==> src/rtl/nibble_serial_adder_pkg.sv <==
// Shared types and sizing helpers for the nibble-serial adder.
package nibble_serial_adder_pkg;

    localparam int unsigned NIBBLE_W = 4;

    typedef enum logic {
        IDLE = 1'b0,
        RUN  = 1'b1
    } state_t;

    // Number of nibbles in a WIDTH-bit operand.
    function automatic int unsigned nib_count(input int unsigned width);
        return width / NIBBLE_W;
    endfunction

    // Width of the nibble index counter (at least one bit).
    function automatic int unsigned idx_width(input int unsigned width);
        int unsigned n;
        n = nib_count(width);
        return (n > 2) ? $clog2(n) : 1;
    endfunction

endpackage

==> src/rtl/nibble_serial_adder_add4.sv <==
// 4-bit combinational ripple-carry adder; c3 is the carry into bit 3.
module nibble_add4 (
    input  logic [3:0] a,
    input  logic [3:0] b,
    input  logic       cin,
    output logic [3:0] s,
    output logic       cout,
    output logic       c3
);

    logic [4:0] c;

    assign c[0] = cin;

    for (genvar i = 0; i < 4; i++) begin : g_bit
        assign s[i]   = a[i] ^ b[i] ^ c[i];
        assign c[i+1] = (a[i] & b[i]) | (c[i] & (a[i] ^ b[i]));
    end

    assign cout = c[4];
    assign c3   = c[3];

endmodule

==> src/rtl/nibble_serial_adder.sv <==
// WIDTH-bit adder computed one nibble per clock through a single 4-bit stage.
// Optional signed overflow output enabled by NIBBLE_SERIAL_ADDER_OVF_EN.
module nibble_serial_adder
    import nibble_serial_adder_pkg::*;
#(
    parameter int unsigned WIDTH = 16
) (
    input  logic             clk,
    input  logic             rst,
    input  logic             start,
    input  logic [WIDTH-1:0] a,
    input  logic [WIDTH-1:0] b,
    input  logic             cin,
    output logic             busy,
    output logic             done,
    output logic [WIDTH-1:0] sum,
    output logic             cout,
    output logic             ovf
);

    localparam int unsigned NIB = nib_count(WIDTH);
    localparam int unsigned IW  = idx_width(WIDTH);

    state_t           state;
    state_t           state_n;
    logic [IW-1:0]    idx;
    logic             carry;
    logic [WIDTH-1:0] a_q;
    logic [WIDTH-1:0] b_q;
    logic [WIDTH-1:0] res;
    logic [WIDTH-1:0] res_n;
    logic             accept;
    logic             last;

    logic [3:0]       a_nib;
    logic [3:0]       b_nib;
    logic [3:0]       s_nib;
    logic             c_out;
`ifdef NIBBLE_SERIAL_ADDER_OVF_EN
    logic             c3;
`else
    logic             c3_unused;
`endif

    assign a_nib = a_q[idx*NIBBLE_W +: NIBBLE_W];
    assign b_nib = b_q[idx*NIBBLE_W +: NIBBLE_W];

    nibble_add4 u_add4 (
        .a    (a_nib),
        .b    (b_nib),
        .cin  (carry),
        .s    (s_nib),
        .cout (c_out),
`ifdef NIBBLE_SERIAL_ADDER_OVF_EN
        .c3   (c3)
`else
        .c3   (c3_unused)
`endif
    );

    always_ff @(posedge clk) begin
        if (rst) state <= IDLE;
        else     state <= state_n;
    end

    // Next state and datapath strobes.
    always_comb begin
        state_n = state;
        accept  = 1'b0;
        last    = 1'b0;
        case (state)
            IDLE: begin
                if (start) begin
                    accept  = 1'b1;
                    state_n = RUN;
                end
            end
            RUN: begin
                if (idx == IW'(NIB - 1)) begin
                    last    = 1'b1;
                    state_n = IDLE;
                end
            end
            default: state_n = IDLE;
        endcase
    end

    // Result register with the current nibble merged in.
    always_comb begin
        res_n = res;
        for (int i = 0; i < int'(NIB); i++) begin
            if (idx == IW'(i)) res_n[i*NIBBLE_W +: NIBBLE_W] = s_nib;
        end
    end

    always_ff @(posedge clk) begin
        if (rst) begin
            idx   <= '0;
            carry <= 1'b0;
            a_q   <= '0;
            b_q   <= '0;
            res   <= '0;
            busy  <= 1'b0;
            done  <= 1'b0;
            sum   <= '0;
            cout  <= 1'b0;
        end else begin
            done <= 1'b0;
            if (accept) begin
                a_q   <= a;
                b_q   <= b;
                carry <= cin;
                idx   <= '0;
                busy  <= 1'b1;
            end else if (state == RUN) begin
                res   <= res_n;
                carry <= c_out;
                idx   <= idx + IW'(1);
                if (last) begin
                    idx  <= '0;
                    sum  <= res_n;
                    cout <= c_out;
                    done <= 1'b1;
                    busy <= 1'b0;
                end
            end
        end
    end

`ifdef NIBBLE_SERIAL_ADDER_OVF_EN
    always_ff @(posedge clk) begin
        if (rst)       ovf <= 1'b0;
        else if (last) ovf <= c3 ^ c_out;
    end
`else
    assign ovf = 1'b0;
`endif

endmodule

==> config.mk <==
export PLATFORM = sky130hd
export DESIGN_NAME = nibble_serial_adder
export DESIGN_NICKNAME = d
export VERILOG_FILES = /design/src/rtl/nibble_serial_adder_pkg.sv /design/src/rtl/nibble_serial_adder_add4.sv /design/src/rtl/nibble_serial_adder.sv
export SDC_FILE = /design/constraint.sdc
export NUM_CORES = 1
export LEC_CHECK = 0
export CAP_MARGIN = 10
export CORE_MARGIN = 4
export CORE_UTILIZATION = 55
export CTS_CLUSTER_SIZE = 12
export DETAILED_ROUTE_END_ITERATION = 6
export PLACE_DENSITY = 0.95
export SETUP_SLACK_MARGIN = 0.5
export SLEW_MARGIN = 0
export SYNTH_ARGS = -nofsm -noshare
export SYNTH_HDL_FRONTEND = slang
export SYNTH_SLANG_ARGS = --single-unit
export TNS_END_PERCENT = 20
==> constraint.sdc <==
create_clock -name clk -period 5.2 [get_ports clk]
set_input_delay 1.04 -clock clk [delete_from_list [all_inputs] [get_ports clk]]
set_output_delay 1.04 -clock clk [all_outputs]
set_load 0.02 [all_outputs]
==> summary.txt <==
Timing
  – Final Hold Viols: 0
  – Crit path time final: 3.39 ns
  – Skew final: 0.00847 ns
  – RSZ-0062 raised after global routing: no
  – Setup TNS: 0 ns
  – Slew Limit Fails: 0
  – Final period util: 65.2%
  – Setup ws final: 1.81 ns
  – Max Freq: 0.295 GHz
  – Worst-Margin Slew: ~0.98 ns
  – Slew margin rel.: 34.7%
  – Setup violations, final: 0

Power
  – PwrDens: approximately 300 nW/um2
  – Seq pwr share: 53.2%
  – Comb pwr share: about an eighth
  – Psw: 259 uW
  – Internal cell power: 777 uW
  – Net switching share of the total power: 25.0%
  – Peak supply drop: 0.192 mV
  – Pleak: between 0.001 and 0.0015 uW
  – Clock Power Share: 34.4%

Logic synthesis
  – Synthesis Warnings: 0
  – Cells after Synth: 317
  – Synthesized area: 2840 um2
  – Mapped Nets: 361
  – Cell variety after synth: 29
  – #FFs+latches synth: 67
  – Mapped Avg Cell Area: 8.96 um2
  – Register area share after synthesis: 47.2%

Layout
  – Most common cell after layout, fill and taps aside: nand2_1
  – Commonest non-fill, non-tap cells in the layout: nand2_1 (95), dfxtp_1 (67), clkdlybuf4s50_1 (54)
  – Area of the multi-input gates: 1280 um2
  – Layout cell share with drive strength beyond 1: 8.59%
  – Area added between synthesis and finish: 21.7%
  – # fillers: 352
  – Seq. cell area: roughly 1300 um2
  – Cell area after layout: 3460 um2
  – Ant diodes: 0
  – Final nets: between 400 and 500

Route
  – Post-DRT Antenna Nets: 0
  – Routed via count: about 2,300
  – DR pass1 iterations: 5
  – Initial DRC count: 172
  – Avg WL per Cell: roughly 13 um
  – Post-Route WL: 5.66 mm
  – Vias per cell: 5.27
  – Post-route DRC: 0

Worst setup path
  – CP arrival: roughly 3.6 ns
  – CP Max Fanout: 13
  – Crit path capture type: register
  – Worst Path Class, Setup: reg2reg
  – Req. time, crit path: 5.44 ns
  – Crit start category: register

Floorplan
  – Die footprint: 6380 um2
  – Chip height: 79.9 um
  – Starting Density: between 50% and 60%
  – Core Region: 4850 um2
  – Die width: approximately 80 um
  – Floorplan row count: 25
  – I/O pins: 56

Placed design
  – Global placement routability congestion: 0.750
  – PortBufs: 54
  – Dpl cell area: 3300 um2
  – Detailed Place HPWL: 4.08 mm
  – Setup WS pre-CTS: 1.76 ns

Run status
  – Status: finished, final reports clean

Global routing
  – Largest net degree at the start of global routing: 49
  – Total grt overflow: 0
  – Vias in the first global route: around 2,200
  – First-pass GRT wire length: approximately 9.7 mm
  – Total track usage: about a fifth
  – Initial antenna violation count: 0

Clocking
  – Total setup buffers inserted after CTS: 0
  – CTS clk-pin slew, worst paths: about 0.060 ns
  – Max Root-Sink Buffers: 2
  – CTS Hold Bufs: 0
  – Clock latency on the worst-skew pair: 0.34 ns
  – H-tree depth: 3
  – CTS tree: done
  – Total CTS buffers: 9
  – CTS resizes: 0
  – Clock Sinks: 67
  – CTS root buffer: clkbuf_8

Run
  – Max Cap Violations: 0

Worst hold path
  – Hold WC Path Type: reg2reg
[cell families after synthesis]
group | Yosys count | synth area share, %
and+or+nand+nor | 111 | 15.9
AOI/OAI and AO/OA | 79 | 16.0
adders and majority gates | 8 | 4.58
DFF | 67 | 47.2
other | 1 | 0.132
buffers and inverters | 37 | 7.75
muxes | 14 | 8.45
[per-layer routing]
layer | global-route usage (%) | up-vias | wire length, um
li1 | - | 1134 | -
met1 | 23.5 | 1042 | 2380
met2 | 33.0 | 70 | 2810
met3 | 7.56 | 11 | 336
met4 | 8.78 | 0 | 133
met5 | 0 | - | 0
[path summary, 6_finish.rpt]
check,slack [ns],cells past startpoint,from,to
min,0.45,2,res[2],res[2]
min reg2reg,0.45,2,res[2],res[2]
max,1.81,9,idx[0],res[11]
max reg2reg,1.81,9,idx[0],res[11]
[worst max-delay path, stage by stage (launching register included)]
cell,delay (ns)
dfxtp_1,0.75
mux4_2,0.61
fa_1,0.41
inv_1,0.07
fa_1,0.16
inv_1,0.05
fa_1,0.35
inv_1,0.07
fa_1,0.51
a311oi_1,0.31
[metrics by stage]
stage | instances | hold WS (ns) | utilization [%] | power, uW
after floorplan | 317 | 0.433 | - | 649
after detailed placement | 413 | 0.441 | 68.0 | 692
final | 428 | 0.453 | 71.3 | 1040
after CTS | 428 | 0.456 | 71.3 | 1040
after global placement | 413 | 0.434 | 68.0 | 684
after global routing | 428 | 0.470 | 71.3 | 1090
[cell usage after synthesis, drive strengths merged]
master  count  share of area, %
ha          4               1.8
nor2        3              0.40
and2b       1              0.26
or2         1              0.22
a211oi      2              0.53
nor3b       2              0.53
nor2b       2              0.44
nand2      95                13
o21ai      21               4.5
mux2i       6               2.1
a21oi      47               8.3
a311oi      6               1.8
mux4        8               6.3
fa          4               2.8
buf        21               5.5
dfxtp      67                47
inv        10               1.3
or2b        1              0.40
conb        1              0.13
a22o        2              0.62
nand3       6               1.1
clkbuf      6              0.88
o21a        1              0.26
[state kept, by name (all words and copies together), names as in the netlist]
register  count
a_q          16
b_q          16
busy          1
carry         1
cout          1
done          1
idx           2
res          12
state         1
sum          16
[power by group through the flow]
stage                     Clock [uW]  Combinational [uW]  Sequential, uW
after global routing             394                 143             555
final                            357                 128             552
after floorplan                    0                95.1             554
after CTS                        364                 129             552
after detailed placement           0                 128             563
after global placement             0                 123             562
[area by class of cell]
| cell class | instances | area share [%] |
|---|---|---|
| Clock buffer | 12 | 4.20 |
| Clock inverter | 3 | 0.434 |
| Inverter | 10 | 1.09 |
| Multi-Input combinational cell | 213 | 37.0 |
| Sequential cell | 67 | 38.8 |
| Tap cell | 67 | 2.42 |
| Timing Repair Buffer | 56 | 16.1 |
Power figures use the tool's default switching activity.
